==> src/rtl/button_debounce_select.sv <==
// -----------------------------------------------------------------------------
// button_debounce_select
//
// Qualifies a raw push-button against the divided debounce tick and produces
// clean one-cycle press / release / long-press strobes, a debounced level, and
// the mode-selection counter advanced by qualified presses. Nothing downstream
// should ever see a raw button edge.
//
// Parameters:
//   ACTIVE_LOW    1 = button_in low means pressed, 0 = high means pressed
//   STABLE_TICKS  consecutive agreeing tick samples to accept a change (2..31)
//   LONG_TICKS    held tick samples after qualification for long press (1..65535)
//   NUM_STATES    modulus of the mode counter (2..8)
//
// Ports:
//   clk               system clock
//   rst_n             asynchronous active-low reset
//   button_in         raw asynchronous button pin
//   debounce_tick     divider square wave, same clock domain; rising edge = sample
//   button_level      debounced pressed level
//   press_pulse       one-clk strobe when a press is qualified
//   release_pulse     one-clk strobe when a release is qualified
//   long_press_pulse  one-clk strobe, at most once per press
//   state             mode counter, 0..NUM_STATES-1
// -----------------------------------------------------------------------------
module button_debounce_select #(
    parameter int unsigned ACTIVE_LOW   = 1,
    parameter int unsigned STABLE_TICKS = 4,
    parameter int unsigned LONG_TICKS   = 10000,
    parameter int unsigned NUM_STATES   = 5
) (
    input  logic       clk,
    input  logic       rst_n,
    input  logic       button_in,
    input  logic       debounce_tick,
    output logic       button_level,
    output logic       press_pulse,
    output logic       release_pulse,
    output logic       long_press_pulse,
    output logic [2:0] state
);

    // Pin level that corresponds to "not pressed"; the synchronizer resets here
    // so reset release never looks like a press edge.
    localparam logic        RELEASED_LVL = (ACTIVE_LOW != 0) ? 1'b1 : 1'b0;
    localparam logic [5:0]  STABLE_C     = 6'(STABLE_TICKS);
    localparam logic [16:0] LONG_C       = 17'(LONG_TICKS);
    localparam logic [2:0]  LAST_STATE   = 3'(NUM_STATES - 1);

    typedef enum logic [1:0] {
        IDLE        = 2'd0,
        PRESS_CHK   = 2'd1,
        HELD        = 2'd2,
        RELEASE_CHK = 2'd3
    } fsm_t;

    logic        sync1_r;
    logic        sync2_r;
    logic        tick_d_r;
    fsm_t        fsm_r;
    logic [4:0]  cnt_r;
    logic [15:0] hold_r;

    logic        pressed_s;
    logic        tick_en_s;
    logic [5:0]  cnt_inc_s;
    logic [16:0] hold_inc_s;
    logic [2:0]  state_next_s;

    // Two-flop synchronizer on the raw pin, parked at the released level.
    always_ff @(posedge clk or negedge rst_n) begin
        if (!rst_n) begin
            sync1_r <= RELEASED_LVL;
            sync2_r <= RELEASED_LVL;
        end else begin
            sync1_r <= button_in;
            sync2_r <= sync1_r;
        end
    end

    // Delayed tick; reset high so a tick already high at reset release is not
    // taken as a fresh sample point.
    always_ff @(posedge clk or negedge rst_n) begin
        if (!rst_n) begin
            tick_d_r <= 1'b1;
        end else begin
            tick_d_r <= debounce_tick;
        end
    end

    // Sample-point detect, pressed decode, widened increments and the wrap of
    // the mode counter (out-of-range values also land on 0).
    always_comb begin
        tick_en_s    = debounce_tick & ~tick_d_r;
        pressed_s    = sync2_r ^ RELEASED_LVL;
        cnt_inc_s    = {1'b0, cnt_r} + 6'd1;
        hold_inc_s   = {1'b0, hold_r} + 17'd1;
        if (state >= LAST_STATE) begin
            state_next_s = 3'd0;
        end else begin
            state_next_s = state + 3'd1;
        end
    end

    // Qualification FSM with its counters, registered strobes, level and mode
    // counter. Everything except the strobe clearing advances only on tick_en_s.
    always_ff @(posedge clk or negedge rst_n) begin
        if (!rst_n) begin
            fsm_r            <= IDLE;
            cnt_r            <= 5'd0;
            hold_r           <= 16'd0;
            button_level     <= 1'b0;
            press_pulse      <= 1'b0;
            release_pulse    <= 1'b0;
            long_press_pulse <= 1'b0;
            state            <= 3'd0;
        end else begin
            press_pulse      <= 1'b0;
            release_pulse    <= 1'b0;
            long_press_pulse <= 1'b0;
            if (tick_en_s) begin
                case (fsm_r)
                    IDLE: begin
                        if (pressed_s) begin
                            fsm_r <= PRESS_CHK;
                            cnt_r <= 5'd1;
                        end else begin
                            cnt_r <= 5'd0;
                        end
                    end
                    PRESS_CHK: begin
                        if (pressed_s) begin
                            if (cnt_inc_s == STABLE_C) begin
                                fsm_r        <= HELD;
                                cnt_r        <= 5'd0;
                                hold_r       <= 16'd0;
                                button_level <= 1'b1;
                                press_pulse  <= 1'b1;
                                state        <= state_next_s;
                            end else begin
                                cnt_r <= cnt_inc_s[4:0];
                            end
                        end else begin
                            fsm_r <= IDLE;
                            cnt_r <= 5'd0;
                        end
                    end
                    HELD: begin
                        if (!pressed_s) begin
                            fsm_r <= RELEASE_CHK;
                            cnt_r <= 5'd1;
                        end else if (hold_inc_s <= LONG_C) begin
                            // Saturates at LONG_C, so the strobe fires once.
                            hold_r <= hold_inc_s[15:0];
                            if (hold_inc_s == LONG_C) begin
                                long_press_pulse <= 1'b1;
                                state            <= 3'd0;
                            end else begin
                                long_press_pulse <= 1'b0;
                            end
                        end else begin
                            hold_r <= hold_r;
                        end
                    end
                    RELEASE_CHK: begin
                        if (!pressed_s) begin
                            if (cnt_inc_s == STABLE_C) begin
                                fsm_r         <= IDLE;
                                cnt_r         <= 5'd0;
                                button_level  <= 1'b0;
                                release_pulse <= 1'b1;
                            end else begin
                                cnt_r <= cnt_inc_s[4:0];
                            end
                        end else begin
                            // Short release glitch: back to HELD, hold_r kept so
                            // long-press timing is not restarted.
                            fsm_r <= HELD;
                            cnt_r <= 5'd0;
                        end
                    end
                    default: begin
                        fsm_r        <= IDLE;
                        cnt_r        <= 5'd0;
                        hold_r       <= 16'd0;
                        button_level <= 1'b0;
                    end
                endcase
            end else begin
                fsm_r <= fsm_r;
            end
        end
    end

endmodule

==> config.mk <==
export PLATFORM = sky130hd
export DESIGN_NAME = button_debounce_select
export DESIGN_NICKNAME = d
export VERILOG_FILES = /design/src/rtl/button_debounce_select.sv
export SDC_FILE = /design/constraint.sdc
export NUM_CORES = 1
export LEC_CHECK = 0
export BUFFER_PORTS_ARGS = -buffer_cell sky130_fd_sc_hd__clkbuf_2
export CELL_PAD_IN_SITES_DETAIL_PLACEMENT = 0
export CELL_PAD_IN_SITES_GLOBAL_PLACEMENT = 2
export CORE_MARGIN = 4
export CORE_UTILIZATION = 34
export CTS_CLUSTER_SIZE = 40
export DETAILED_ROUTE_END_ITERATION = 10
export HOLD_SLACK_MARGIN = 0.12
export PLACE_DENSITY_LB_ADDON = 0.15
export SLEW_MARGIN = 25
export SYNTH_ARGS = -nofsm -noshare
export SYNTH_HDL_FRONTEND = slang
export SYNTH_SLANG_ARGS = --single-unit
==> constraint.sdc <==
create_clock -name clk -period 2.63 [get_ports clk]
set_clock_uncertainty 0.15 [all_clocks]
set_input_delay 0.1315 -clock clk [delete_from_list [all_inputs] [get_ports clk]]
set_output_delay 0.1315 -clock clk [all_outputs]
set_load 0.03 [all_outputs]
Word-level counts from Yosys, hierarchy flattened
Index checks and enable logic that the tools add are counted.
Widths: inputs -> output; s select.
{"block": "totals", "in_bits": 4, "word_cells": 84, "out_inout_bits": 7, "register_bits": 33}
{"block": "op_classes", "muxes": 42, "reduce_logical": 8, "addsub": 3, "n_eq_ne": 16, "n_lt_le_gt_ge": 2, "bitwise_logic": 2}
{"operator": "$mux 16", "count": 4}
{"operator": "$pmux 16 s2", "count": 1}
{"operator": "$mux 5", "count": 4}
{"operator": "$pmux 5 s4", "count": 1}
{"operator": "$mux 3", "count": 6}
{"operator": "$ne 2x2->1 const B", "count": 9}
{"operator": "$add 16x1->17 const B", "count": 1}
{"operator": "$eq 17x14->1 const B", "count": 1}
{"operator": "$le 17x14->1 const B", "count": 1}
{"operator": "$mux 1", "count": 17}
{"operator": "$mux 2", "count": 6}
{"operator": "$reduce_and 6->1", "count": 2}
{"operator": "$pmux 2 s4", "count": 1}
{"operator": "$reduce_and 7->1", "count": 1}
{"operator": "$add 5x1->6 const B", "count": 1}
{"operator": "$eq 6x3->1 const B", "count": 1}
{"operator": "$ne 3x3->1 const B", "count": 2}
{"operator": "$pmux 3 s2", "count": 1}
{"operator": "$reduce_and 5->1", "count": 1}
{"operator": "$eq 2x2->1 const B", "count": 2}
{"operator": "$reduce_bool 2->1", "count": 2}
{"operator": "$add 3x1->3 const B", "count": 1}
{"operator": "$ge 3x3->1 const B", "count": 1}
{"operator": "$eq 2x1->1 const B", "count": 1}
{"operator": "other kinds (5)", "count": 5}

Longest topological paths before layout
{"block": "logic_depth", "depth_word": 7, "depth_mapped": 11, "ltp_nobuf": 8}

Worst setup path after synthesis
OpenSTA, ideal clock, no wires.
{"block": "synth_path", "path_type": "register -> register", "from": "register hold_r[0]", "to": "register hold_r[7]", "t_required_ns": 2.345, "t_arrival_ns": 2.528, "path_stages_with_launch": 11, "setup_time_ns": 0.135, "path_buffers": 2, "synth_period_minus_slack_ns": 2.813, "path_slack_ns": -0.183, "path_cell_list": "dfrtp_1 -> ha_1 -> buf_2 -> nand3_1 -> nor4_1 -> mux2i_1 -> nand2_1 -> a311o_1 -> a21oi_2 -> buf_4 -> a31oi_1"}
{"block": "synth_between", "elab_chain_len": 4, "elab_cells_between_ends": 7, "cone_classes": "1 x add/sub; 1 x order compare; 1 x eq/ne; 3 x mux; 1 x reduce/logical"}
{"item": "from (decl)", "line": "62", "rtl": "logic [15:0] hold_r;"}
{"item": "from (signal assigned)", "line": "154", "rtl": "hold_r <= hold_inc_s[15:0];"}
{"item": "from (signal assigned)", "line": "162", "rtl": "hold_r <= hold_r;"}
{"item": "$add 16x1->17 (*)", "line": "97", "rtl": "hold_inc_s = {1'b0, hold_r} + 17'd1;"}
{"item": "$le 17x14->1 / $mux 16 (equally long branches)", "line": "152", "rtl": "end else if (hold_inc_s <= LONG_C) begin"}
{"item": "$ne 2x2->1 (no line) / $mux 16 (equally long branches)"}
{"item": "$reduce_and 6->1 (no line) / $pmux 16 s2 (equally long branches)"}
Every way passes the cells marked *; elsewhere a longest branch is shown, timed or not. The select of a mux whose other input is x is not followed.
A chain may end at the register's enable or synchronous reset.

Worst setup path in the final report
{"block": "layout_path", "from": "register hold_r[11]", "to": "register hold_r[6]"}
{"block": "layout_between", "elab_chain_len": 4}
{"item": "$add 16x1->17", "line": "97"}
{"item": "$le 17x14->1", "line": "152"}
{"item": "$ne 2x2->1 (no line)"}
{"item": "$reduce_and 6->1 (no line)"}
No other way between the ends.

==> metrics.md <==
| Metric | Value |
|---|---|
| CP startpoint | hold_r[11]$_DFFE_PN0P_ |
| Cts bufs inserted | 5 |
| Transition time of the tightest slew-check pin | 0.841 ns |
| Critical R2R Launch | hold_r[11]$_DFFE_PN0P_ |
| Worst Hold Class | reg2reg |
| Net Switching | 496 uW |
| Core area | 5640 um2 |
| Routability congestion estimate | 0.837 |
| CP Max Fanout | 5 |
| Hold slack | 0.207 ns |
| Via density | 5.51 |
| Vias | 1,889 |
| Hold path depth | 0 |
| Slew Limit Headroom | 43.9% |
| Min Tclk post-route | 2.56 ns |
| Worst reg-to-reg path cell count | 9 |
| Clock transition at path regs | 0.07 ns |
| Antenna viol nets, final | 0 |
| Critical-path cell list | nand4_1 -> nor4_4 -> mux2i_1 -> buf_4 -> nand2_2 -> a311o_1 -> a21oi_4 -> clkbuf_16 -> a31oi_1 |
| Post-synth cell types | 54 |
| IO buf count | 10 |
| Pint | 994 uW |
| Setup WS pre-CTS | -0.259 ns |
| CP top delay family | compound AO/OA/AOI/OAI gates |
| Share of layout cells above drive strength 1 | 33.9% |
| Seq pwr share | 42.7% |
| Initial DRC Count | 139 |
| Register area share after synthesis | 41.0% |
| WL/cell | 15.6 um |
| Mapped Cells | 221 |
| Slowest stage delay, CP | 0.43 ns |
| Overall Global Routing Usage | 14.7% |
| Leakage | 0.00121 uW |
| Slew Limit Fails | 0 |
| Pin count of the biggest net entering global routing | 34 |
| # nets final | 280 |
| TritonCTS sink count | 33 |
| #FFs+latches synth | 33 |
| R2R setup slack | 0.07 ns |
| Clock share of power | 26.8% |
| Register Area | 835 um2 |
| Combinational power share | 30.5% |
| Post-route cell area | 2740 um2 |
| Root Driver | clkbuf_8 |
| Syn_nets | 231 |
| Antenna violations before repair | 0 |
| Worst-Skew Late Latency | 0.28 ns |
| Placed cell area | 2370 um2 |
| Die area | 7260 um2 |
| Mean Syn Cell Area | 9.17 um2 |
| WL final | 5370 um |
| Switching share of power | 33.3% |
| CP Class | reg2reg |
| MaxCap Viol Count | 0 |
| Final Hold Viols | 0 |
| Final HPWL DP | 3690 um |
| Crit path depth | 9 |
| Number of top-level pins | 11 |
| # DRC | 0 |
| N_diodes | 0 |
| CP bufs+invs | 2 |
| Number of global-route vias before repair | 1,831 |
| CTS tree | done |
| Post-layout worst setup margin | 0.0738 ns |
| WP data required | 2.65 ns |
| Fin crit share | 97.2% |
| DIE WIDTH | 85.2 um |
| Synth Cell Area | 2030 um2 |
| Maximum VDD drop | 0.000369 V |
| Final setup viols | 0 |
| Critical path's slowest cell | dfrtp_1 |
| H-tree Lvls | 2 |
| Multi-input gate area | 1230 um2 |
| Reg2reg end | hold_r[6]$_DFFE_PN0P_ |
| Row cnt | 27 |
| TritonRoute pass-1 iters | 5 |
| Gr ovfl total | 0 |
| Nature of the critical path endpoint | flip-flop |
| Critical Path Start Type | flip-flop |
| First-pass GRT wire length | 8660 um |
| Unrepaired setup endpoints after global routing | yes |
| Die height | 85.2 um |
| Maximum buffer depth of the clock tree | 2 |
| Cell Pwr Density | 544 nW/um2 |
| Yosys synthesis warning count | 0 |
| Status | complete, no violations |
| Area Overhead vs Synth | 35.2% |
| End of the critical path | hold_r[6]$_DFFE_PN0P_ |
| Layout Utilization | 48.5% |
| Initial Util | 35.9% |
| Fillcell total | 502 |
| Achievable frequency | 0.391 GHz |
| Arrival time of the worst setup path | 2.57 ns |
[per-layer routing]
layer	track usage, %	share of wire (%)
met1	20.6	47
met2	23.2	48
met3	3.11	4.3
met4	3.60	0.43
met5	0	0
[area by class of cell]
cell class | instances | share of cell area, %
clock buffers | 8 | 3.29
inverters | 9 | 1.23
well taps | 72 | 3.29
multi-input cells | 165 | 44.8
repair buffers | 56 | 16.9
flip-flops and latches | 33 | 30.5
[cell usage in the layout (no fill, tap or decap), types with 4 or more instances in the layout]
cell	count
buf_4	35
dfrtp_1	26
nand2_1	19
a21oi_1	16
nor2_1	15
o21ai_0	12
nand3_1	10
clkbuf_2	10
inv_1	9
a31oi_1	8
nor2b_1	6
clkbuf_8	6
ha_1	5
buf_6	5
nand2b_1	4
nor3_1	4
and3_1	4
o21ai_1	4
dfrtp_2	4
[state kept, by name, indices dropped and copies added (netlist names), named ones only]
signal and flops:
fsm_r 1, button_level 1, state 3, tick_d_r 1
press_pulse 1, sync2_r 1, sync1_r 1, release_pulse 1
long_press_pulse 1, cnt_r 5, hold_r 16
[cell usage after synthesis, drive strengths merged]
cell type / count / area share [%]
dfrtp: 30 / 37
nand2: 20 / 3.7
a21oi: 17 / 4.4
nor2: 16 / 3.0
o21ai: 16 / 4.0
nand3: 11 / 2.7
buf: 9 / 2.6
inv: 9 / 1.7
a31oi: 8 / 2.5
nor3: 7 / 1.7
ha: 6 / 3.7
nor2b: 6 / 1.9
and3: 5 / 1.5
clkbuf: 5 / 1.1
nor4: 5 / 2.6
nand2b: 4 / 1.2
nand4: 4 / 2.7
nor3b: 4 / 1.5
a22o: 3 / 1.3
dfstp: 3 / 3.9
mux2i: 3 / 1.5
o21a: 3 / 1.1
a21boi: 2 / 0.74
a32o: 2 / 0.99
a41oi: 2 / 0.86
nand3b: 2 / 0.74
nor4b: 2 / 1.2
o211ai: 2 / 0.74
a211oi: 1 / 0.37
a221oi: 1 / 0.43
a311o: 1 / 0.49
a311oi: 1 / 1.3
a31o: 1 / 0.43
and3b: 1 / 0.43
and4: 1 / 0.43
mux2: 1 / 0.56
o221ai: 1 / 0.74
o31ai: 1 / 0.37
o32a: 1 / 0.49
or2: 1 / 0.31
or3: 1 / 0.31
xnor2: 1 / 0.43
xor2: 1 / 0.43
[metrics by stage]
step | TNS [ns] | std cells | total power [uW]
finish | 0 | 343 | 1490
global route | -0.206 | 343 | 1590
CTS | -0.0102 | 335 | 1450
detailed placement | -1.86 | 321 | 1030
global placement | -0.489 | 321 | 1020
floorplan | 0 | 221 | 868
[worst min path at each step]
| stage | from | end |
|---|---|---|
| floorplan | rst_n | asynchronous set/reset pin |
| global placement | button_in | sync1_r$_DFF_PN1_ |
| detailed placement | button_in | sync1_r$_DFF_PN1_ |
| CTS | debounce_tick | fsm_r[0]$_DFFE_PN0P_ |
| global route | sync1_r$_DFF_PN1_ | sync2_r$_DFF_PN1_ |
| finish | sync1_r$_DFF_PN1_ | sync2_r$_DFF_PN1_ |
[timing repair]
action | in CTS | in global routing
hold buffers | 3 | 0
resized for setup | 3 | 26
gates cloned | 0 | 1
endpoints found under the hold margin | 32 | 0
setup endpoints to repair | 17 | 19
buffers inserted | 3 | 7
pin swaps | 2 | 13
[power by group through the flow]
stage	Sequential (uW)	Clock, uW	Combinational [uW]
floorplan	641	0	227
global placement	636	0	385
detailed placement	641	0	393
CTS	632	413	401
global route	645	438	509
finish	637	399	455
[logic make-up (layout without fill, tap and decap cells)]
group	Yosys count	after routing	synth area share, %
and+or+nand+nor	90	90	25.9
AOI/OAI and AO/OA	63	63	21.2
DFF	33	33	41.0
buffers and inverters	23	73	5.31
adders and majority gates	6	6	3.71
muxes	4	4	2.04
xor gates and xnor gates	2	2	0.865
Note: power is estimated with default switching activity, not from simulation.
